==> src/rtl/ysyx_22040759_mem_stage_pkg.sv <==
// Shared types for the MEM stage: bus layouts, access-size encodings and FSM states.
// The packed structs are the single definition of the EXE->MEM and MEM->WB field offsets.
package ysyx_22040759_mem_stage_pkg;

    localparam int XLEN     = 64;
    localparam int ES_BUS_W = 173;
    localparam int WS_BUS_W = 232;

    typedef enum logic [2:0] {
        F3_B  = 3'b000,
        F3_H  = 3'b001,
        F3_W  = 3'b010,
        F3_D  = 3'b011,
        F3_BU = 3'b100,
        F3_HU = 3'b101,
        F3_WU = 3'b110
    } func3_e;

    typedef enum logic [1:0] {
        ST_IDLE = 2'd0,
        ST_ADDR = 2'd1,
        ST_DATA = 2'd2,
        ST_HOLD = 2'd3
    } ms_state_e;

    typedef enum logic [1:0] {
        WSEL_ALU = 2'd0,
        WSEL_MEM = 2'd1,
        WSEL_PC  = 2'd2,
        WSEL_CSR = 2'd3
    } wreg_sel_e;

    // Field order is MSB first and must match the EXE stage packing.
    typedef struct packed {
        logic [31:0]     inst;
        logic [XLEN-1:0] src2;
        logic            mem_wen;
        logic            mem_ren;
        logic [2:0]      func3;
        wreg_sel_e       wreg_sel;
        logic            reg_wen;
        logic [4:0]      rd;
        logic [XLEN-1:0] pc;
    } es_bus_t;

    typedef struct packed {
        logic [31:0]     inst;
        logic [XLEN-1:0] mem_rdata;
        logic [XLEN-1:0] alu_result;
        wreg_sel_e       wreg_sel;
        logic            reg_wen;
        logic [4:0]      rd;
        logic [XLEN-1:0] pc;
    } ws_bus_t;

endpackage

==> src/rtl/ysyx_22040759_mem_stage_if.sv <==
// Data-memory channel driven by the MEM stage: split address and data handshakes.
interface ysyx_22040759_mem_stage_if;
    import ysyx_22040759_mem_stage_pkg::*;

    logic            data_req;
    logic            data_we;
    logic [XLEN-1:0] data_addr;
    logic [7:0]      data_wstrb;
    logic [XLEN-1:0] data_wdata;
    logic            data_addr_ok;
    logic            data_data_ok;
    logic [XLEN-1:0] data_rdata;

    modport master (
        output data_req, data_we, data_addr, data_wstrb, data_wdata,
        input  data_addr_ok, data_data_ok, data_rdata
    );

    modport slave (
        input  data_req, data_we, data_addr, data_wstrb, data_wdata,
        output data_addr_ok, data_data_ok, data_rdata
    );

endinterface

==> src/rtl/ysyx_22040759_lsu_fmt.sv <==
// Combinational lane steering: store strobes/data from the byte offset, and
// sign- or zero-extended load data picked out of an aligned 8-byte word.
module ysyx_22040759_lsu_fmt
    import ysyx_22040759_mem_stage_pkg::*;
(
    input  logic [2:0]      func3,
    input  logic [2:0]      off,
    input  logic [XLEN-1:0] src2,
    input  logic [XLEN-1:0] rdata,
    output logic [7:0]      wstrb,
    output logic [XLEN-1:0] wdata,
    output logic [XLEN-1:0] load_data
);

    logic [5:0]      bit_off;
    logic [XLEN-1:0] lane;

    // Strobe bits pushed past byte 7 by a misaligned offset simply fall off.
    always_comb begin
        bit_off = {off, 3'b000};
        wdata   = src2 << bit_off;
        lane    = rdata >> bit_off;

        case (func3[1:0])
            2'b00:   wstrb = 8'h01 << off;
            2'b01:   wstrb = 8'h03 << off;
            2'b10:   wstrb = 8'h0F << off;
            default: wstrb = 8'hFF;
        endcase

        case (func3)
            F3_B:    load_data = {{56{lane[7]}},  lane[7:0]};
            F3_H:    load_data = {{48{lane[15]}}, lane[15:0]};
            F3_W:    load_data = {{32{lane[31]}}, lane[31:0]};
            F3_D:    load_data = lane;
            F3_BU:   load_data = {56'b0, lane[7:0]};
            F3_HU:   load_data = {48'b0, lane[15:0]};
            F3_WU:   load_data = {32'b0, lane[31:0]};
            default: load_data = '0;
        endcase
    end

endmodule

==> src/rtl/ysyx_22040759_mem_stage.sv <==
// MEM pipeline stage: latches the EXE bus, runs one data-memory access per
// load/store and holds the pipeline via allowin until the access completes.
module ysyx_22040759_mem_stage
    import ysyx_22040759_mem_stage_pkg::*;
(
    input  logic                clk,
    input  logic                rst,
    input  logic                es_to_ms_valid,
    input  logic [ES_BUS_W-1:0] es_to_ms_bus,
    input  logic [XLEN-1:0]     es_alu_result,
    output logic                ms_allowin,
    input  logic                ws_allowin,
    output logic                ms_to_ws_valid,
    output logic [WS_BUS_W-1:0] ms_to_ws_bus,
    output logic [XLEN-1:0]     ms_alu_result,
    output logic [4:0]          ms_rd,
    output logic                ms_reg_wen,
    output logic                ms_load_busy,
    ysyx_22040759_mem_stage_if.master dmem
);

    ms_state_e       state_q, state_d;
    logic            ms_valid_q, ms_valid_d;
    es_bus_t         es_bus_q, es_bus_d;
    logic [XLEN-1:0] alu_result_q, alu_result_d;
    logic [XLEN-1:0] rdata_q, rdata_d;

    es_bus_t         es_bus_in;
    ws_bus_t         ws_bus;
    logic            mem_op;
    logic            is_load;
    logic            es_is_mem;
    logic            ms_ready_go;
    logic            accept;
    logic            data_req;
    logic            rdata_capture;
    logic [7:0]      fmt_wstrb;
    logic [XLEN-1:0] fmt_wdata;
    logic [XLEN-1:0] fmt_load_data;

    assign es_bus_in = es_bus_t'(es_to_ms_bus);
    assign es_is_mem = es_bus_in.mem_ren | es_bus_in.mem_wen;
    assign mem_op    = ms_valid_q & (es_bus_q.mem_ren | es_bus_q.mem_wen);
    // A request with both enables set is treated as a store.
    assign is_load   = es_bus_q.mem_ren & ~es_bus_q.mem_wen;

    always_ff @(posedge clk) begin
        if (rst) begin
            state_q <= ST_IDLE;
        end else begin
            state_q <= state_d;
        end
    end

    always_comb begin
        state_d = state_q;
        case (state_q)
            ST_IDLE: if (mem_op) state_d = ST_ADDR;
            ST_ADDR: if (dmem.data_addr_ok) state_d = dmem.data_data_ok ? ST_HOLD : ST_DATA;
            ST_DATA: if (dmem.data_data_ok) state_d = ST_HOLD;
            // Back-to-back accesses skip IDLE and issue in the cycle after the hand-off.
            ST_HOLD: if (ws_allowin) state_d = (accept && es_is_mem) ? ST_ADDR : ST_IDLE;
            default: state_d = ST_IDLE;
        endcase
    end

    always_comb begin
        data_req      = (state_q == ST_ADDR);
        ms_ready_go   = !mem_op || (state_q == ST_HOLD);
        rdata_capture = dmem.data_data_ok &&
                        (((state_q == ST_ADDR) && dmem.data_addr_ok) || (state_q == ST_DATA));
        ms_load_busy  = ms_valid_q & es_bus_q.mem_ren & (state_q != ST_HOLD);
    end

    always_comb begin
        ms_allowin   = !ms_valid_q || (ms_ready_go && ws_allowin);
        accept       = es_to_ms_valid && ms_allowin;
        ms_valid_d   = ms_allowin ? es_to_ms_valid : ms_valid_q;
        es_bus_d     = accept ? es_bus_in : es_bus_q;
        alu_result_d = accept ? es_alu_result : alu_result_q;
        rdata_d      = rdata_capture ? dmem.data_rdata : rdata_q;
    end

    always_ff @(posedge clk) begin
        if (rst) begin
            ms_valid_q   <= 1'b0;
            es_bus_q     <= '0;
            alu_result_q <= '0;
            rdata_q      <= '0;
        end else begin
            ms_valid_q   <= ms_valid_d;
            es_bus_q     <= es_bus_d;
            alu_result_q <= alu_result_d;
            rdata_q      <= rdata_d;
        end
    end

    ysyx_22040759_lsu_fmt u_lsu_fmt (
        .func3     (es_bus_q.func3),
        .off       (alu_result_q[2:0]),
        .src2      (es_bus_q.src2),
        .rdata     (rdata_q),
        .wstrb     (fmt_wstrb),
        .wdata     (fmt_wdata),
        .load_data (fmt_load_data)
    );

    assign dmem.data_req   = data_req;
    assign dmem.data_we    = es_bus_q.mem_wen;
    assign dmem.data_addr  = {alu_result_q[XLEN-1:3], 3'b000};
    assign dmem.data_wstrb = es_bus_q.mem_wen ? fmt_wstrb : 8'h00;
    assign dmem.data_wdata = fmt_wdata;

    always_comb begin
        ws_bus.inst       = es_bus_q.inst;
        ws_bus.mem_rdata  = is_load ? fmt_load_data : '0;
        ws_bus.alu_result = alu_result_q;
        ws_bus.wreg_sel   = es_bus_q.wreg_sel;
        ws_bus.reg_wen    = es_bus_q.reg_wen;
        ws_bus.rd         = es_bus_q.rd;
        ws_bus.pc         = es_bus_q.pc;
    end

    assign ms_to_ws_bus   = ws_bus;
    assign ms_to_ws_valid = ms_valid_q & ms_ready_go;
    assign ms_alu_result  = alu_result_q;
    assign ms_rd          = es_bus_q.rd;
    assign ms_reg_wen     = ms_valid_q & es_bus_q.reg_wen;

endmodule
==> src/flat_wrapper.sv <==
// flat-port wrapper written by rule: the top's interface ports become plain ports
module ysyx_22040759_mem_stage_flat import ysyx_22040759_mem_stage_pkg::*;
  (clk, rst, es_to_ms_valid, es_to_ms_bus, es_alu_result, ms_allowin, ws_allowin, ms_to_ws_valid, ms_to_ws_bus, ms_alu_result, ms_rd, ms_reg_wen, ms_load_busy, dmem_data_req, dmem_data_we, dmem_data_addr, dmem_data_wstrb, dmem_data_wdata, dmem_data_addr_ok, dmem_data_data_ok, dmem_data_rdata);
  ysyx_22040759_mem_stage_if dmem_i ();
  input  logic clk;
  input  logic rst;
  input  logic es_to_ms_valid;
  input  logic [ES_BUS_W-1:0] es_to_ms_bus;
  input  logic [XLEN-1:0] es_alu_result;
  output logic ms_allowin;
  input  logic ws_allowin;
  output logic ms_to_ws_valid;
  output logic [WS_BUS_W-1:0] ms_to_ws_bus;
  output logic [XLEN-1:0] ms_alu_result;
  output logic [4:0] ms_rd;
  output logic ms_reg_wen;
  output logic ms_load_busy;
  output wire logic [$bits(dmem_i.data_req)-1:0] dmem_data_req;
  output wire logic [$bits(dmem_i.data_we)-1:0] dmem_data_we;
  output wire logic [$bits(dmem_i.data_addr)-1:0] dmem_data_addr;
  output wire logic [$bits(dmem_i.data_wstrb)-1:0] dmem_data_wstrb;
  output wire logic [$bits(dmem_i.data_wdata)-1:0] dmem_data_wdata;
  input wire logic [$bits(dmem_i.data_addr_ok)-1:0] dmem_data_addr_ok;
  input wire logic [$bits(dmem_i.data_data_ok)-1:0] dmem_data_data_ok;
  input wire logic [$bits(dmem_i.data_rdata)-1:0] dmem_data_rdata;
  assign dmem_data_req = dmem_i.data_req;
  assign dmem_data_we = dmem_i.data_we;
  assign dmem_data_addr = dmem_i.data_addr;
  assign dmem_data_wstrb = dmem_i.data_wstrb;
  assign dmem_data_wdata = dmem_i.data_wdata;
  assign dmem_i.data_addr_ok = dmem_data_addr_ok;
  assign dmem_i.data_data_ok = dmem_data_data_ok;
  assign dmem_i.data_rdata = dmem_data_rdata;
  ysyx_22040759_mem_stage u_core (.clk(clk), .rst(rst), .es_to_ms_valid(es_to_ms_valid), .es_to_ms_bus(es_to_ms_bus), .es_alu_result(es_alu_result), .ms_allowin(ms_allowin), .ws_allowin(ws_allowin), .ms_to_ws_valid(ms_to_ws_valid), .ms_to_ws_bus(ms_to_ws_bus), .ms_alu_result(ms_alu_result), .ms_rd(ms_rd), .ms_reg_wen(ms_reg_wen), .ms_load_busy(ms_load_busy), .dmem(dmem_i));
endmodule
==> config.mk <==
export PLATFORM = sky130hd
export DESIGN_NAME = ysyx_22040759_mem_stage_flat
export DESIGN_NICKNAME = d
export VERILOG_FILES = /design/src/rtl/ysyx_22040759_mem_stage_pkg.sv /design/src/rtl/ysyx_22040759_mem_stage_if.sv /design/src/rtl/ysyx_22040759_lsu_fmt.sv /design/src/rtl/ysyx_22040759_mem_stage.sv /design/src/flat_wrapper.sv
export SDC_FILE = /design/constraint.sdc
export NUM_CORES = 1
export LEC_CHECK = 0
export BUFFER_PORTS_ARGS = -buffer_cell sky130_fd_sc_hd__buf_2
export CAP_MARGIN = 20
export CORE_AREA = 2 2 295 297
export DETAILED_ROUTE_END_ITERATION = 16
export DIE_AREA = 0 0 297 299
export GPL_ROUTABILITY_DRIVEN = 0
export GPL_TIMING_DRIVEN = 1
export PLACE_DENSITY_LB_ADDON = 0.1
export SYNTH_ARGS = -nofsm -noshare
export SYNTH_HDL_FRONTEND = slang
export SYNTH_SLANG_ARGS = --single-unit
==> constraint.sdc <==
create_clock -name clk -period 2.03 [get_ports clk]
set_input_delay 0.1015 -clock clk [delete_from_list [all_inputs] [get_ports clk]]
set_output_delay 0.1015 -clock clk [all_outputs]
set_load 0.01 [all_outputs]
### Yosys cells after proc, flatten, opt, wreduce, memory -nomap -nowiden

Index checks and enable logic that the tools add are counted.

| operators by class | value |
|---|---|
| $add $sub $neg | 0 |
| multiply operators | 0 |
| divide/modulo/power cells | 0 |
| magnitude comparators | 0 |
| equality and inequality tests | 16 |
| shifts and indexed selects | 5 |
| multiplexer cells | 11 |
| bitwise operators | 9 |
| reductions and logical operators | 14 |

Operator list:

| kind | number |
|---|---|
| 64-bit case mux with 7 select lines | 1 |
| 64-bit two-way mux | 1 |
| 64-bit by 6-bit left shift with 64-bit output | 1 |
| 64-bit by 6-bit >> shifter with 64-bit output | 1 |
| 8-bit case mux with 3 select lines | 1 |
| 3-bit == test (second input constant) | 3 |
| 2-bit two-way mux | 4 |
| 8-bit two-way mux | 1 |
| 2-bit case mux with 4 select lines | 1 |
| 1-bit by 3-bit left shift with 8-bit output (first input constant) | 1 |
| 2-bit by 3-bit left shift with 8-bit output (first input constant) | 1 |
| 4-bit by 3-bit left shift with 8-bit output (first input constant) | 1 |
| 1-bit AND | 6 |
| 2-bit == test (second input constant) | 3 |
| 3-bit by 2-bit == test with 1-bit output (second input constant) | 2 |
| 2-bit != test (second input constant) | 3 |
| 1-bit logical AND | 5 |
| 2-bit by 1-bit == test with 1-bit output (second input constant) | 2 |
| 2-bit zero test | 2 |
| 2-bit by 1-bit != test with 1-bit output (second input constant) | 2 |
| 4-bit AND reduction | 1 |
| 3-bit by 1-bit == test with 1-bit output (second input constant) | 1 |
| 3-bit zero test | 1 |
| 1-bit logical OR | 3 |
| other kinds (4) | 7 |

| word-level totals | value |
|---|---|
| bits in registers | 304 |
| latch bits | 0 |
| RAM bits | 0 |
| memory bits (read-only) | 0 |
| input bits | 307 |
| output and inout port bits | 443 |
| logic and storage cells | 68 |
| memories kept | 0 |

### Depth between registers and ports, before layout

| depth | value |
|---|---|
| word-level depth | 11 |
| mapped depth | 9 |
| gate-level depth less buffers | 7 |

### Modules after synthesis

A second synthesis with hierarchy kept.

| second synthesis, totals | value |
|---|---|
| cell total of the unflattened synthesis | 2214 |
| area total of the unflattened synthesis | 17606.9 sq um |

Modules (own cells, without submodules):

| module | times used | cells an instance | area an instance (sq um) | seq. area each (sq um) |
|---|---|---|---|---|
| ysyx_22040759_mem_stage | 1 | 1658 | 13447.9 | 6085.8 |
| ysyx_22040759_lsu_fmt | 1 | 556 | 4159.0 | 0.0 |

### Worst setup path before layout

No wires, ideal clock.

| timing | value |
|---|---|
| path type | register to output |
| start | register u_core.es_bus_q[72] (netlist name) |
| end | output ms_to_ws_bus[170] |
| arrival time | 2.030 ns |
| data required time | 1.929 ns |
| setup slack | -0.101 ns |
| cell stages (with the launch flop) | 10 |
| path buffers | 4 |
| cell sequence | dfxtp_1 > ha_1 > buf_2 > nor2b_1 > or2_2 > buf_2 > o311ai_2 > buf_2 > buf_2 > a21oi_2 |

| between the ends | value |
|---|---|
| word-level cells in the longest chain between the ends | 3 |

Ends and longest elaborated chain:

| item | line | text |
|---|---|---|
| start: declaration | ysyx_22040759_mem_stage.sv:24 | `es_bus_t es_bus_q, es_bus_d;` |
| start signal: assignment | ysyx_22040759_mem_stage.sv:92 | `es_bus_q <= es_bus_d;` |
| 3-bit == test, or another cell as far along | ysyx_22040759_lsu_fmt.sv:31 | `case (func3)` |
| 64-bit case mux with 7 select lines (*) | ysyx_22040759_lsu_fmt.sv:31 |  |
| 64-bit two-way mux (*) | ysyx_22040759_mem_stage.sv:116 | `ws_bus.mem_rdata = is_load ? fmt_load_data : '0;` |
| end: declaration | flat_wrapper.sv:13 | `output logic [WS_BUS_W-1:0] ms_to_ws_bus;` |

Every way passes the cells marked *; elsewhere a longest branch is shown, timed or not.

### Final worst setup path

| timing | value |
|---|---|
| start | register u_core.alu_result_q[1] (netlist: u_core.ms_alu_result[1]) |
| end | output ms_to_ws_bus[193] |

| between the ends | value |
|---|---|
| word-level cells in the longest chain between the ends | 3 |

Ends and longest elaborated chain:

| item | line | text |
|---|---|---|
| start: declaration | ysyx_22040759_mem_stage.sv:25 | `logic [XLEN-1:0] alu_result_q, alu_result_d;` |
| start signal: assignment | ysyx_22040759_mem_stage.sv:93 | `alu_result_q <= alu_result_d;` |
| 64-bit by 6-bit >> shifter with 64-bit output | ysyx_22040759_lsu_fmt.sv:22 | `lane = rdata >> bit_off;` |
| 64-bit case mux with 7 select lines | ysyx_22040759_lsu_fmt.sv:31 |  |
| 64-bit two-way mux | ysyx_22040759_mem_stage.sv:116 |  |

Every way passes these cells.

==> results.cfg <==
[yosys]
synthCells = 2237
synth_edf_count = 0
ys.flop_type = dfxtp_1
syn_area_mm2 = 0.0167
synth-seq-cells = 304
synth_cell_types = 53
synth_warnings = 0
syn_area_per_cell_um2 = 7.47
synth.yosys.seq_area_share = 0.364
async_reset_ff_frac = 0

[grt]
grt_pass1_vias = 19018
grt_usage = 0.182
grt_pass1_wl_um = 123000
grt_max_degree = 72
grt_remaining_overflow = 0
antenna_found_initial = 9

[sta]
finalCritPeriodShare = 1.34
min_period_ps = 2720
fmax_mhz = 368
final-setup-viol-count = 128
setup_ws_ps = -688
drv_slew = 0
rsz0062_at_grt = yes
tns_ps = -52130
final_hold_viol_count = 0
skew_ps = 13.1

[placed_design]
dpl.hpwl_um = 64100
dp_slack_ps = -258
place_inst = 3880
dpl_cell_area_mm2 = 0.0209
numPortBuffers = 746

[clocking]
cts-root-buf = clkbuf_16
clk_latency_ps = 560
path_clk_slew_ps = 60
cts_num_sinks = 304
clock_path_buffers = 3
cts_buffers = 42
cts_max_level = 2
cts_tree = yes

[critical_path]
cp_data_required_time_ps = 1930
path_buf_inv = 3
cp_max_fo = 7
cp-end-kind = output pin
critical_path_class = register to output pin
worstPathArrival_ps = 2620
slowest_stage = dfxtp_4
startpoint_type = register
max_stage_delay_ps = 370
critPathTopFamily = compound AO/OA/AOI/OAI gates
worstPathCellList = mux2_4 -> a22o_1 -> o2111a_2 -> a311oi_4 -> buf_4 -> buf_12 -> a21oi_2 -> buf_2

[status]
violations = negative setup slack
status = finished, violations left

[routing]
dr.first_iter.drc_count = 882
drt_first_pass_iters = 5
routed_wirelength_um = 85200
viasPerCell = 4.31
drcViolationCount = 0
drt.antenna.violating_nets = 0
via_count = 18578
detail_route.wl_per_cell_um = 19.8

[final_layout]
syn2layout_area_growth_pct = 59.6
post-route-util = 0.311
layout_common_cells = buf_2 (734), nand2_1 (680), a21oi_1 (350), dlygate4sd3_1 (305), dfxtp_1 (299)
postLayoutCellArea_mm2 = 0.0267
drive_above_1_share = 0.370
nFillCells = 9425
final_cells = 4306
layout_commonest_cell = buf_2
nets = 3435

[die]
core-area_mm2 = 0.0859
dieArea_mm2 = 0.0888
die_w_um = 297
pin_count = 750
die_h_um = 299
initial_core_util = 0.195
fp-row-count = 108

[pwr]
power_density_mw_per_mm2 = 728
power_leakage_nw = 11.6
ir_drop_v = 0.000565

[min_path]
hold_class = input pin to register

[job]
drv_cap = 0
[cell families (layout without fill, tap and decap cells)]
| group | after synthesis | count (layout) | share of synthesized area |
|---|---|---|---|
| adders and majority gates | 9 | 9 | 0.00674 |
| AOI/OAI and AO/OA | 541 | 541 | 0.187 |
| and+or+nand+nor | 824 | 824 | 0.193 |
| muxes | 136 | 136 | 0.0948 |
| buffers and inverters | 422 | 1333 | 0.154 |
| other | 1 | 4 | 0.000224 |
| DFF | 304 | 304 | 0.364 |
[sequential cells by signal, indices dropped and copies added, names as in the netlist]
signal,flops
u_core.ms_alu_result,64
u_core.dmem.data_we,1
u_core.state_q,2
u_core.es_bus_q,68
u_core.ms_to_ws_bus,99
u_core.rdata_q,64
u_core.ms_valid_q,1
u_core.ms_rd,5
[tightest hold or removal path, cell delays in order]
cell and delay, ps:
buf_2 110, o22ai_1 120, a221oi_1 110, nor2_1 100, a211oi_1 50
[final cells by class]
class / instances / area [µm²] / area share
clock buffer: 62 / 1260 / 0.0472
inverter: 13 / 48.8 / 0.00183
tap: 1155 / 1450 / 0.0542
antenna: 1 / 2.50 / 0.0000938
timing repair buffer: 1245 / 9200 / 0.345
sequential: 304 / 6100 / 0.229
multi-input combinational: 1513 / 8540 / 0.320
clock inverter: 13 / 95.1 / 0.00356
[metrics by stage]
step	power (mW)	hold slack, ps
floorplan	9.42	222
global placement	11.2	343
detailed placement	11.3	348
CTS	19.7	24.2
global route	20.4	109
finish	19.4	79.4
[layer usage]
layer	GRT usage	vias to the layer above	part of all wire
met5	0	-	0.00065
met2	0.317	554	0.49
li1	-	8999	-
met3	0.0358	114	0.052
met1	0.226	8903	0.43
met4	0.0562	8	0.030
[cell usage after synthesis (2+ instances only)]
master	number	area [µm²]
nand2_1	686	2570
a21oi_1	374	1870
dfxtp_1	304	6090
buf_4	239	1790
clkbuf_1	114	428
mux2i_1	95	951
nor2_1	80	300
buf_2	35	175
o21ai_0	34	170
a21oi_2	30	263
a211oi_1	29	218
mux2_2	24	270
nor2b_1	17	106
o22ai_1	17	106
buf_1	15	56.3
mux4_2	15	338
and2_1	14	87.6
a22oi_1	10	75.1
inv_1	10	37.5
ha_1	9	113
o211ai_1	8	60.1
o21a_1	8	60.1
o2bb2ai_1	7	61.3
or3_1	7	43.8
a211o_1	6	52.6
buf_6	6	67.6
nor3_1	6	30.0
o221ai_1	6	52.6
nand3_1	4	20.0
and3_1	3	18.8
clkinv_1	2	7.51
nor3b_1	2	15.0
[where the power goes]
group / internal, mW / leakage, nW / switching [mW] / total (mW)
clock network: 4.41 / 0.670 / 2.96 / 7.37
registers: 6.43 / 2.50 / 0.495 / 6.92
logic: 2.40 / 8.48 / 2.72 / 5.13
total: 13.2 / 11.6 / 6.18 / 19.4
[what timing repair did]
item / 4_1_cts / 5_1_grt
cloned: 12 / 2
resized for setup: 134 / 52
pin swaps: 18 / 7
hold buffers: 305 / 0
setup buffers: 32 / 2
endpoints found under the hold margin: 304 / 0
setup endpoints to repair: 266 / 259
[path summary, 6_finish.rpt]
check | slack [ps] | cells after the start | to | from
hold / removal | 80 | 5 | u_core.state_q[0]$_SDFFE_PP0P_ | dmem_data_addr_ok
hold reg to reg | 450 | 2 | u_core.ms_to_ws_bus[205]$_SDFFE_PP0N_ | u_core.ms_to_ws_bus[205]$_SDFFE_PP0N_
setup reg to reg | 90 | 10 | u_core.ms_to_ws_bus[49]$_SDFFE_PP0N_ | u_core.state_q[0]$_SDFFE_PP0P_
setup / recovery | -690 | 8 | ms_to_ws_bus[193] | u_core.ms_alu_result[1]$_SDFFE_PP0N_
No activity file was read; power rests on OpenSTA's default activity.
